**src/rtl/lectura_pkg.sv**
```systemverilog
// Shared constants and helpers for the Booth-level input capture stage.
package lectura_pkg;

  localparam int ANCHO_DEF   = 4;
  localparam int CANALES_DEF = 2;
  localparam int ETAPAS_DEF  = 2;
  localparam int ESTABLE_DEF = 4;

  // Stability counter width; never narrower than one bit.
  function automatic int cnt_ancho(input int estable);
    int w;
    w = $clog2(estable);
    return (w < 1) ? 1 : w;
  endfunction

endpackage

```
**src/rtl/lectura_canal.sv**
```systemverilog
// One capture channel: flip-flop synchroniser, stability counter and
// registered output with a one-cycle change pulse.
module lectura_canal
  import lectura_pkg::*;
#(
  parameter int ancho   = ANCHO_DEF,
  parameter int etapas  = ETAPAS_DEF,
  parameter int estable = ESTABLE_DEF
) (
  input  logic             clk,
  input  logic             rst,
  input  logic             filtro_en,
  input  logic [ancho-1:0] in_c,
  output logic [ancho-1:0] out_c,
  output logic             valido_c
);

  localparam int            CW      = cnt_ancho(estable);
  localparam logic [CW-1:0] CNT_MAX = CW'(estable - 1);

  logic [etapas-1:0][ancho-1:0] s;
  logic [ancho-1:0]             sinc;
  logic [ancho-1:0]             cand;
  logic [CW-1:0]                cnt;
  logic                         cambio;
  logic                         aceptar;
  logic [ancho-1:0]             out_nxt;

  assign sinc   = s[etapas-1];
  assign cambio = (sinc != cand);

  // Filter mode accepts the candidate only once it has been seen stable for
  // the full window; a change on the saturating edge wins over acceptance.
  always_comb begin
    aceptar = 1'b0;
    out_nxt = out_c;
    if (filtro_en) begin
      aceptar = (cnt == CNT_MAX) && !cambio && (cand != out_c);
      out_nxt = cand;
    end else begin
      aceptar = (sinc != out_c);
      out_nxt = sinc;
    end
  end

  always_ff @(posedge clk) begin
    if (rst) begin
      s        <= '0;
      cand     <= '0;
      cnt      <= '0;
      out_c    <= '0;
      valido_c <= 1'b0;
    end else begin
      s    <= {s[etapas-2:0], in_c};
      cand <= sinc;
      // cand and cnt keep tracking in bypass so a later switch to filter
      // mode can accept an already-stable value immediately.
      if (cambio)             cnt <= '0;
      else if (cnt < CNT_MAX) cnt <= cnt + 1'b1;
      valido_c <= aceptar;
      if (aceptar) out_c <= out_nxt;
    end
  end

endmodule

```
**src/rtl/sub_lectura_filtrada.sv**
```systemverilog
// Multi-channel synchronise-and-filter capture stage; one lectura_canal
// per channel, fields packed channel 0 in the low bits.
module sub_lectura_filtrada
  import lectura_pkg::*;
#(
  parameter int ancho   = ANCHO_DEF,
  parameter int canales = CANALES_DEF,
  parameter int etapas  = ETAPAS_DEF,
  parameter int estable = ESTABLE_DEF
) (
  input  logic                     clk,
  input  logic                     rst,
  input  logic [canales*ancho-1:0] in,
  input  logic                     filtro_en,
  output logic [canales*ancho-1:0] out,
  output logic [canales-1:0]       valido
);

  if (etapas < 2) begin : g_chk_etapas
    $error("sub_lectura_filtrada: etapas must be >= 2");
  end
  if (estable < 2) begin : g_chk_estable
    $error("sub_lectura_filtrada: estable must be >= 2");
  end

  for (genvar c = 0; c < canales; c++) begin : g_canal
    lectura_canal #(
      .ancho  (ancho),
      .etapas (etapas),
      .estable(estable)
    ) u_canal (
      .clk      (clk),
      .rst      (rst),
      .filtro_en(filtro_en),
      .in_c     (in[c*ancho +: ancho]),
      .out_c    (out[c*ancho +: ancho]),
      .valido_c (valido[c])
    );
  end

endmodule

```
**config.mk**
```make
export PLATFORM = sky130hd
export DESIGN_NAME = sub_lectura_filtrada
export DESIGN_NICKNAME = d
export VERILOG_FILES = /design/src/rtl/lectura_pkg.sv /design/src/rtl/lectura_canal.sv /design/src/rtl/sub_lectura_filtrada.sv
export SDC_FILE = /design/constraint.sdc
export NUM_CORES = 1
export LEC_CHECK = 0
export ABC_AREA = 1
export ABC_CLOCK_PERIOD_IN_PS = 2630
export CAP_MARGIN = 20
export CORE_MARGIN = 2
export CORE_UTILIZATION = 35
export DETAILED_ROUTE_END_ITERATION = 16
export GPL_TIMING_DRIVEN = 0
export HOLD_SLACK_MARGIN = 0.05
export PLACE_DENSITY_LB_ADDON = 0.15
export SYNTH_ARGS = -nofsm -noshare
export SYNTH_HDL_FRONTEND = slang
export SYNTH_SLANG_ARGS = --single-unit
```
**constraint.sdc**
```tcl
create_clock -name clk -period 2.63 [get_ports clk]
set_clock_uncertainty 0.2 [all_clocks]
set_input_delay 0.526 -clock clk [delete_from_list [all_inputs] [get_ports clk]]
set_output_delay 0.526 -clock clk [all_outputs]
set_load 0.02 [all_outputs]
```
# Word level (Yosys, flattened, before mapping)
# Cells that the tools add are included.
# totals
regBits,38
output_inout_bits,10
inputBits,11
elab_cells,36
# op_classes
n_reduce_logical,8
magnitude_cmp,2
n_eq_ne,8
n_addsub,2
n_mux,4
# ops
cell,count
4-bit inequality test,6
4-bit 2-to-1 mux,2
"2-bit by 1-bit adder with 2-bit output, second input constant",2
"2-bit equality test, second input constant",2
1-bit logical AND,4
"2-bit < comparator, second input constant",2
2-bit OR reduction,2
1-bit zero test,2
1-bit 2-to-1 mux,2

# Longest topological paths before layout
# Gate-level depths: netlist (run 1).
# depth
depth_word,5
ltp_mapped,10
mapped_depth_nobuf,10

# Modules after synthesis
# Synthesis (run 1) repeated with hierarchy kept, for this count alone.
# unflattened
cells_unflattened,242
area_unflattened_um2,1729.2
# by_module_without_submodules
module,seq_area_each_um2,instances,area_per_inst_um2,cells_each
lectura_canal,380.4,2,864.6,121

# Worst setup path before layout (run 1)
# No wires, ideal clock.
# synth_path
kind,input-to-reg
startpoint,input filtro_en
endpoint,register g_canal[0].u_canal.out_c[0]
path_slack_ns,1.105
setup_ns,0.115
path_buffers,2
t_arrival_ns,1.210
path_stages,5
required_ns,2.315
path_cell_list,buf_2 -> clkbuf_1 -> o21ai_0 -> a21oi_1 -> nor2_1
# synth_between
elab_chain_len,1
elab_cells_between_ends,2
classes_between,mux (2)
# synth_rtl
item,line_no,rtl
start: declaration,sub_lectura_filtrada.sv:14,"input logic filtro_en,"
4-bit 2-to-1 mux or 1-bit 2-to-1 mux (tied branches),lectura_canal.sv:37,if (filtro_en) begin
end signal: assignment,lectura_canal.sv:61,if (aceptar) out_c <= out_nxt;
end: declaration,lectura_canal.sv:14,"output logic [ancho-1:0] out_c,"
# Several ways; a longest one is shown, not always the timed one.
# A chain may end at the register's enable or synchronous reset.

# Worst setup path after layout (run 1)
# layout_path
startpoint,register g_canal[1].u_canal.out_c[2]
endpoint,output out[6]
# layout_rtl
item,line_no,rtl
start: declaration,lectura_canal.sv:14,
start signal: assignment,lectura_canal.sv:61,
end: declaration,sub_lectura_filtrada.sv:15,"output logic [canales*ancho-1:0] out,"
# No word-level cell between the ends.

==> impl_metrics.toml, run 1 <==
[run_status]
status = "finished clean"

[timing]
setup_ws_ps = 543
tns_ps = 0
finalHoldViolations = 0
finalCriticalPeriod_ps = 2090
final-max-slew-violation-count = 0
holdWs_ps = 204
tightestPinTransition_ps = 491
relSlewSlack_pct = 67.3
grt_setup_unrepaired = "no"
finalSetupViolations = 0
timing.final.crit_share_pct = 79.3
max_freq_mhz = 479

[cts]
postCtsHoldBufs = 0
cts.sinks = 38
clk_pin_slew_ps = 80
ctsResizeCount = 0
cts_max_path_buffers = 2
cts_htree_levels = 2
cts-buffers-inserted = 5
insertion_delay_ps = 280
cts_tree = "yes"
cts_root_buf = "clkbuf_8"
post_cts_buffers = 0

[global_routing]
overflow = 0
grt.busiest_layer = "met2"
met2_usage_pct = 18.8
globalRouteMet3Util_pct = 3.02
grt_max_degree = 14
grt_usage_pct = 12.8
antenna_found_initial = 0
grt_pass1_wl_um = 5290
grt_pass1_vias = 1191
met1_usage_pct = 18.1

[power_and_ir_drop]
powerDensity_nw_per_um2 = 666
seq_power_share_pct = 48.8
leakagePower_uw = 0.000957
p_int_uw = 943
share_comb_of_total_power_pct = 21.8
p_sw_share_pct = 30.3
p_clk_share_pct = 29.5
power.switching_uw = 411
power_uw = 1350
peakVddDrop_v = 0.000326

[route]
firstDrtPassIters = 4
wire_per_inst_um = 9.37
ant_nets = 0
viasPerCell = 4.16
routed_wl_um = 2960
vias = 1315
drcViolationCount = 0
drt-initial-drc-count = 39

[hold_path]
hold_depth = 2
hold_end = "g_canal[1].u_canal.sinc[2]"
hp-start = "g_canal[1].u_canal.s[2]"
hp-class = "flip-flop to flip-flop"

[placed_design]
pre_cts_ws_ps = 811
dp_hpwl_um = 2170
post_dp_cell_area_um2 = 1940
gp_congestion = 0.793
port_buffers = 18

[logic_synthesis]
syn_inst = 236
syn_area_um2 = 1700
yosysUniqueCellTypes = 22
ys_seq_area_share_pct = 44.9
syn-num-nets = 249
ys_warn_count = 0
synth.avg_cell_area_um2 = 7.18
synth_seq_cells = 38

[critical_path]
crit_arrival_ps = 1360
cp.required_ps = 1900
reg2reg_depth = 6
critical_path_buf_inv_count = 1
crit_chain = "clkdlybuf4s50_1"
critical_path_class = "flip-flop to primary output"
reg2reg_to = "g_canal[0].u_canal.out_c[1]"
cp_top_family = "buffers and inverters"
start_kind = "flip-flop"
critPathMaxFanout = 5
cpMaxStageDelayCell = "clkdlybuf4s50_1"
rrSetupSlack_ps = 1150
max_stage_delay_ps = 640
end_kind = "primary output"
r2r-start = "g_canal[0].u_canal.sinc[1]"

[run]
timing.max_cap.violations = 0

[floorplanning]
dieArea_um2 = 5420
std_cell_rows = 25
fp.dieW_um = 73.6
core_um2 = 4690
initial_core_util_pct = 36.1
die_h_um = 73.6
ios = 21

[layout]
antenna_cells = 0
final_area_um2 = 2030
seq_area_um2 = 761
area_growth_syn_to_layout_pct = 19.9
multi_input_area_um2 = 734
nFillCells = 499
drive_above_1_share_pct = 8.02
nNetsFinal = 274
-- worst max-delay path by stage --
stage / from / end / cells past startpoint
2_1_floorplan: filtro_en / g_canal[0].u_canal.out_c[0] / 5
3_3_place_gp: filtro_en / g_canal[1].u_canal.out_c[3] / 5
3_5_place_dp: filtro_en / g_canal[1].u_canal.out_c[3] / 5
4_1_cts: g_canal[1].u_canal.out_c[2] / out[6] / 1
5_1_grt: g_canal[1].u_canal.out_c[2] / out[6] / 1
6_report: g_canal[1].u_canal.out_c[2] / out[6] / 1
-- flip-flops by register name, summed over array words and instances, names as in the netlist --
name and count:
g_canal.u_canal.cand 8, g_canal.u_canal.out_c 8, g_canal.u_canal.s 8, g_canal.u_canal.sinc 8
g_canal.u_canal.cnt 4, g_canal.u_canal.valido_c 2
-- per-stage QoR --
stage	utilization, %	cells
floorplan	-	236
global placement	41.4	308
detailed placement	41.4	308
CTS	43.3	316
global route	43.3	316
finish	43.3	316
-- cell families after synthesis --
logic type,count (synthesis),synth area share (%)
buf+inv,49,11.8
xor+xnor,17,8.78
simple gates,113,27.5
fa+ha+maj,2,1.48
flops,38,44.9
mux,2,1.18
compound gates,15,4.43
-- final cells by class --
cell class | count | area share [%]
plain buffers | 7 | 2.09
clock buffers | 5 | 3.38
clock inverters | 3 | 1.05
inverters | 42 | 7.75
multi-input cells | 149 | 36.1
flip-flops and latches | 38 | 37.4
well taps | 54 | 3.32
repair buffers | 18 | 8.86
-- synthesized netlist by cell type --
cell type / count / share of area (%)
clkinv_1: 1 / 0.22
inv_1: 38 / 8.4
nand3_2: 1 / 0.59
xor2_1: 8 / 4.1
nand3_1: 5 / 1.5
nor2_2: 2 / 0.74
nand3_4: 1 / 1.0
buf_4: 2 / 0.89
inv_2: 3 / 0.66
buf_6: 1 / 0.66
nand2_2: 2 / 0.74
buf_2: 1 / 0.29
o21ai_0: 5 / 1.5
nand2_1: 50 / 11
ha_1: 2 / 1.5
a21oi_1: 10 / 3.0
xnor2_1: 9 / 4.6
mux2i_1: 2 / 1.2
nand4_1: 2 / 0.74
nor2_1: 50 / 11
dfxtp_1: 38 / 45
clkbuf_1: 3 / 0.66
-- layout by cell type (no fill, tap or decap), types with 8 or more instances in the layout --
cell,n
nor2_1,50
nand2_1,50
inv_1,38
dfxtp_1,38
clkdlybuf4s50_1,18
a21oi_1,10
xnor2_1,9
xor2_1,8
-- power by group through the flow --
stage / logic, uW / registers [uW] / clock network (uW)
finish: 295 / 660 / 399
global placement: 296 / 674 / 0
global route: 336 / 668 / 436
CTS: 299 / 661 / 411
detailed placement: 298 / 675 / 0
floorplan: 186 / 690 / 0
-- metal layers --
metal | up-vias | part of all wire (%)
met5 | - | 0
met4 | 0 | 0.91
met3 | 2 | 3.3
met2 | 17 | 42
met1 | 554 | 54
li1 | 742 | -
Power figures use the tool's default switching activity.
==> run 2, diff against run 1 <==
Settings changed: ABC_CLOCK_PERIOD_IN_PS 2630 to 1900.
Clock period 2.63 ns to 1.9 ns, I/O delays scaled along.
==> run 2 against run 1 <==
  * Cell count did not move
  * Via count fell by 0.91%
  * Non-clock buffer count did not move
  * Power rose by 37%
  * Flip-flop and latch count did not move
  * Combinational power rose by 32%
  * Final area fell by 0.49%
  * Critical path type unchanged
  * Critical endpoint is now valido[0]
  * Largest power group unchanged
==> impl_metrics.toml, run 2 (synthesis results as in run 1) <==
[timing]
max_freq_mhz = 540
tns_ps = 0
grt_setup_unrepaired = "no"
finalCriticalPeriod_ps = 1850
timing.final.crit_share_pct = 97.4
setup_ws_ps = 48.9
finalHoldViolations = 0
relSlewSlack_pct = 68.3
final-max-slew-violation-count = 0
finalSetupViolations = 0
tightestPinTransition_ps = 476

[critical_path]
crit_arrival_ps = 1270
critPathMaxFanout = 1
cp.required_ps = 1320
end_kind = "primary output"
start_kind = "flip-flop"
critical_path_class = "flip-flop to primary output"

[run]
timing.max_cap.violations = 0

[floorplanning]
initial_core_util_pct = 36.1
core_um2 = 4690
std_cell_rows = 25
ios = 21
dieArea_um2 = 5420
die_h_um = 73.6
fp.dieW_um = 73.6

[route]
firstDrtPassIters = 4
wire_per_inst_um = 9.33
vias = 1303
drcViolationCount = 0
drt-initial-drc-count = 41
viasPerCell = 4.12
routed_wl_um = 2950
ant_nets = 0

[global_routing]
grt_max_degree = 14
grt_pass1_wl_um = 5260
grt_usage_pct = 12.7
antenna_found_initial = 0
overflow = 0
grt_pass1_vias = 1180

[cts]
clk_pin_slew_ps = 80
ctsResizeCount = 8
post_cts_buffers = 0
cts_max_path_buffers = 2
insertion_delay_ps = 280
cts_root_buf = "clkbuf_8"
cts.sinks = 38
cts_htree_levels = 2
postCtsHoldBufs = 0
cts-buffers-inserted = 5
cts_tree = "yes"

[layout]
drive_above_1_share_pct = 8.02
nNetsFinal = 274
fin_util_pct = 43.1
area_growth_syn_to_layout_pct = 19.3
final_cell_mix = "nor2_1 (50), nand2_1 (50), inv_1 (38), dfxtp_1 (38)"
antenna_cells = 0

[power_and_ir_drop]
peakVddDrop_v = 0.000450
powerDensity_nw_per_um2 = 914
power_uw = 1850
leakagePower_uw = 0.000987

[run_status]
status = "finished clean"

[hold_path]
hp-class = "primary input to flip-flop"

[placed_design]
gp_congestion = 0.793
dp_hpwl_um = 2170
pre_cts_ws_ps = 227
port_buffers = 18
==> run 2: cell types whose count changed in the layout (fill, tap and decap cells not counted), sizes merged <==
cell	before	now
clkdlybuf4s50	18	10
dlygate4sd2	0	8
==> run 2: final cells by class <==
cell class	count	area (um^2)
Multi-Input combinational cell	149	734
Sequential cell	38	761
Tap cell	54	67.6
Clock buffer	5	68.8
Buffer	7	42.5
Inverter	42	158
Fill cell	497	2670
Clock inverter	3	21.3
Timing Repair Buffer	18	170
==> run 2: final timing paths <==
check | startpoint | end | slack, ps | cells after the start
worst max-delay path | g_canal[0].u_canal.valido_c | valido[0] | 50 | 2
worst min-delay path | rst | g_canal[0].u_canal.valido_c | 100 | 2
worst max register to register | g_canal[0].u_canal.cand[1] | g_canal[0].u_canal.out_c[1] | 420 | 6
worst min register to register | g_canal[1].u_canal.s[2] | g_canal[1].u_canal.sinc[2] | 200 | 2
==> run 2: layer usage <==
metal / part of all wire, % / track usage (%)
met3: 3.4 / 3.02
met5: 0 / 0
met4: 0.92 / 4.85
met1: 53 / 18.0
met2: 42 / 18.8
==> run 2: critical path, cell delays in order, from the launching register on <==
cell and delay, ps:
dfxtp_1 320, buf_4 90, clkdlybuf4s50_1 580
==> run 2: per-stage QoR <==
step | std cells | hold slack [ps] | instance area (um^2)
after global placement | 308 | 188 | 1940
final | 316 | 98.4 | 2020
after global routing | 316 | 101 | 2020
after CTS | 316 | 88.4 | 2020
after detailed placement | 308 | 194 | 1940
after floorplan | 236 | 188 | 1700
==> run 2: report_power, final <==
| group | switching [uW] | total [uW] | leakage (uW) | internal (uW) |
|---|---|---|---|---|
| sequential | 55.9 | 913 | 0.000313 | 857 |
| combinational | 217 | 389 | 0.000630 | 172 |
| clock | 290 | 547 | 0.0000441 | 258 |
==> run 3, diff against run 2 <==
Settings changed: SETUP_SLACK_MARGIN from default to 0.05, TNS_END_PERCENT from default to 30.
==> run 3 against run 2 <==
  * Worst setup slack gained 190 ps
  * Cell count is the same
  * Flip-flop and latch count stayed put
  * Final area fell by 0.25%
  * Count of clock-buffer cells in the layout did not move
  * Via count unchanged
  * Register-to-register slack about the same
  * Combinational power hardly changed
  * Largest cell class unchanged
  * Wire length increased by 0.17%
  * Clock power hardly changed
  * Global-route usage is the same
==> impl_metrics.toml, run 3 (synthesis results as in run 1) <==
[critical_path]
start_kind = "flip-flop"
max_stage_delay_ps = 440
crit_chain = "dlygate4sd2_1"
critical_path_class = "flip-flop to primary output"
rrSetupSlack_ps = 420
reg2reg_depth = 6
critPathMaxFanout = 5
reg2reg_to = "g_canal[0].u_canal.out_c[1]"
critical_path_buf_inv_count = 1
end_kind = "primary output"
cpMaxStageDelayCell = "dfxtp_1"
crit_arrival_ps = 1080
r2r-start = "g_canal[0].u_canal.cand[1]"
cp_top_family = "flip-flops"
cp.required_ps = 1320

[route]
viasPerCell = 4.12
firstDrtPassIters = 4
drcViolationCount = 0
wire_per_inst_um = 9.34
ant_nets = 0
vias = 1303
drt-initial-drc-count = 41
routed_wl_um = 2950

[cts]
cts_max_path_buffers = 2
cts.sinks = 38
cts_root_buf = "clkbuf_8"
clk_pin_slew_ps = 80
postCtsHoldBufs = 0
cts_htree_levels = 2
insertion_delay_ps = 280
cts_tree = "yes"
cts-buffers-inserted = 5

[global_routing]
grt_usage_pct = 12.7
overflow = 0
antenna_found_initial = 0
grt_pass1_wl_um = 5260
grt_max_degree = 14
grt_pass1_vias = 1180

[floorplanning]
core_um2 = 4690
std_cell_rows = 25
initial_core_util_pct = 36.1
fp.dieW_um = 73.6
die_h_um = 73.6
ios = 21
dieArea_um2 = 5420

[placed_design]
dp_hpwl_um = 2170
post_dp_cell_area_um2 = 1940
port_buffers = 18
gp_congestion = 0.793

[layout]
final_cell_mix = "nor2_1 (50), nand2_1 (50), inv_1 (38), dfxtp_1 (38), a21oi_1 (10)"
drive_above_1_share_pct = 8.78
final_area_um2 = 2020
nNetsFinal = 274
area_growth_syn_to_layout_pct = 19.0
antenna_cells = 0

[power_and_ir_drop]
powerDensity_nw_per_um2 = 915
leakagePower_uw = 0.000991
peakVddDrop_v = 0.000450
power_uw = 1850

[timing]
holdWs_ps = 98.4
finalCriticalPeriod_ps = 1660
tns_ps = 0
tightestPinTransition_ps = 476
finalHoldViolations = 0
timing.final.crit_share_pct = 87.4
max_freq_mhz = 602
grt_setup_unrepaired = "no"
finalSetupViolations = 0
relSlewSlack_pct = 68.3
final-max-slew-violation-count = 0

[hold_path]
hp-class = "primary input to flip-flop"
hold_end = "g_canal[0].u_canal.valido_c"
hp-start = "rst"
hold_depth = 2

[run_status]
status = "finished clean"

[run]
timing.max_cap.violations = 0
==> run 3: changes by cell type in the layout (fill, tap and decap cells not counted), sizes merged <==
cell	delta
clkdlybuf4s50	-2
buf	+2
==> run 3: area by class of cell <==
cell class	count	area, um^2
clock buffer	5	68.8
clock inverter	3	21.3
sequential	38	761
multi-input combinational	149	734
inverter	42	158
buffer	7	42.5
tap	54	67.6
fill	498	2670
timing repair buffer	18	165
==> run 3: repair_timing <==
action	4_1_cts	5_1_grt
setup endpoints to repair	10	0
gates resized for setup	10	0
buffers inserted	0	0
==> run 3: how the worst max path moves through the flow <==
stage          slack, ps  cells past startpoint                           to                   startpoint
3_5_place_dp         230                      5  g_canal[1].u_canal.out_c[3]                    filtro_en
3_3_place_gp         220                      5  g_canal[1].u_canal.out_c[3]                    filtro_en
4_1_cts              220                      1                       out[6]  g_canal[1].u_canal.out_c[2]
5_1_grt              180                      1                       out[6]  g_canal[1].u_canal.out_c[2]
2_1_floorplan        490                      9  g_canal[1].u_canal.out_c[1]  g_canal[1].u_canal.out_c[1]
6_report             240                      1                       out[6]  g_canal[1].u_canal.out_c[2]
==> run 3: per-layer routing <==
metal  part of all wire (%)  track usage (%)
met5                      0                0
met4                   0.91             4.85
met3                    3.4             3.02
met2                     42             18.8
met1                     53             18.0
==> run 3: metrics by stage <==
step           instances  util, %  worst slack, ps
2_1_floorplan        236        -              490
3_3_place_gp         308     41.4              221
3_5_place_dp         308     41.4              227
4_1_cts              316     43.0              219
5_1_grt              316     43.0              180
6_report             316     43.0              240
==> run 3: where the power goes <==
| group | switching, uW | leakage, uW | total [uW] | internal (uW) |
|---|---|---|---|---|
| registers | 55.9 | 0.000313 | 913 | 857 |
| logic | 217 | 0.000634 | 387 | 170 |
| clock network | 290 | 0.0000441 | 547 | 258 |
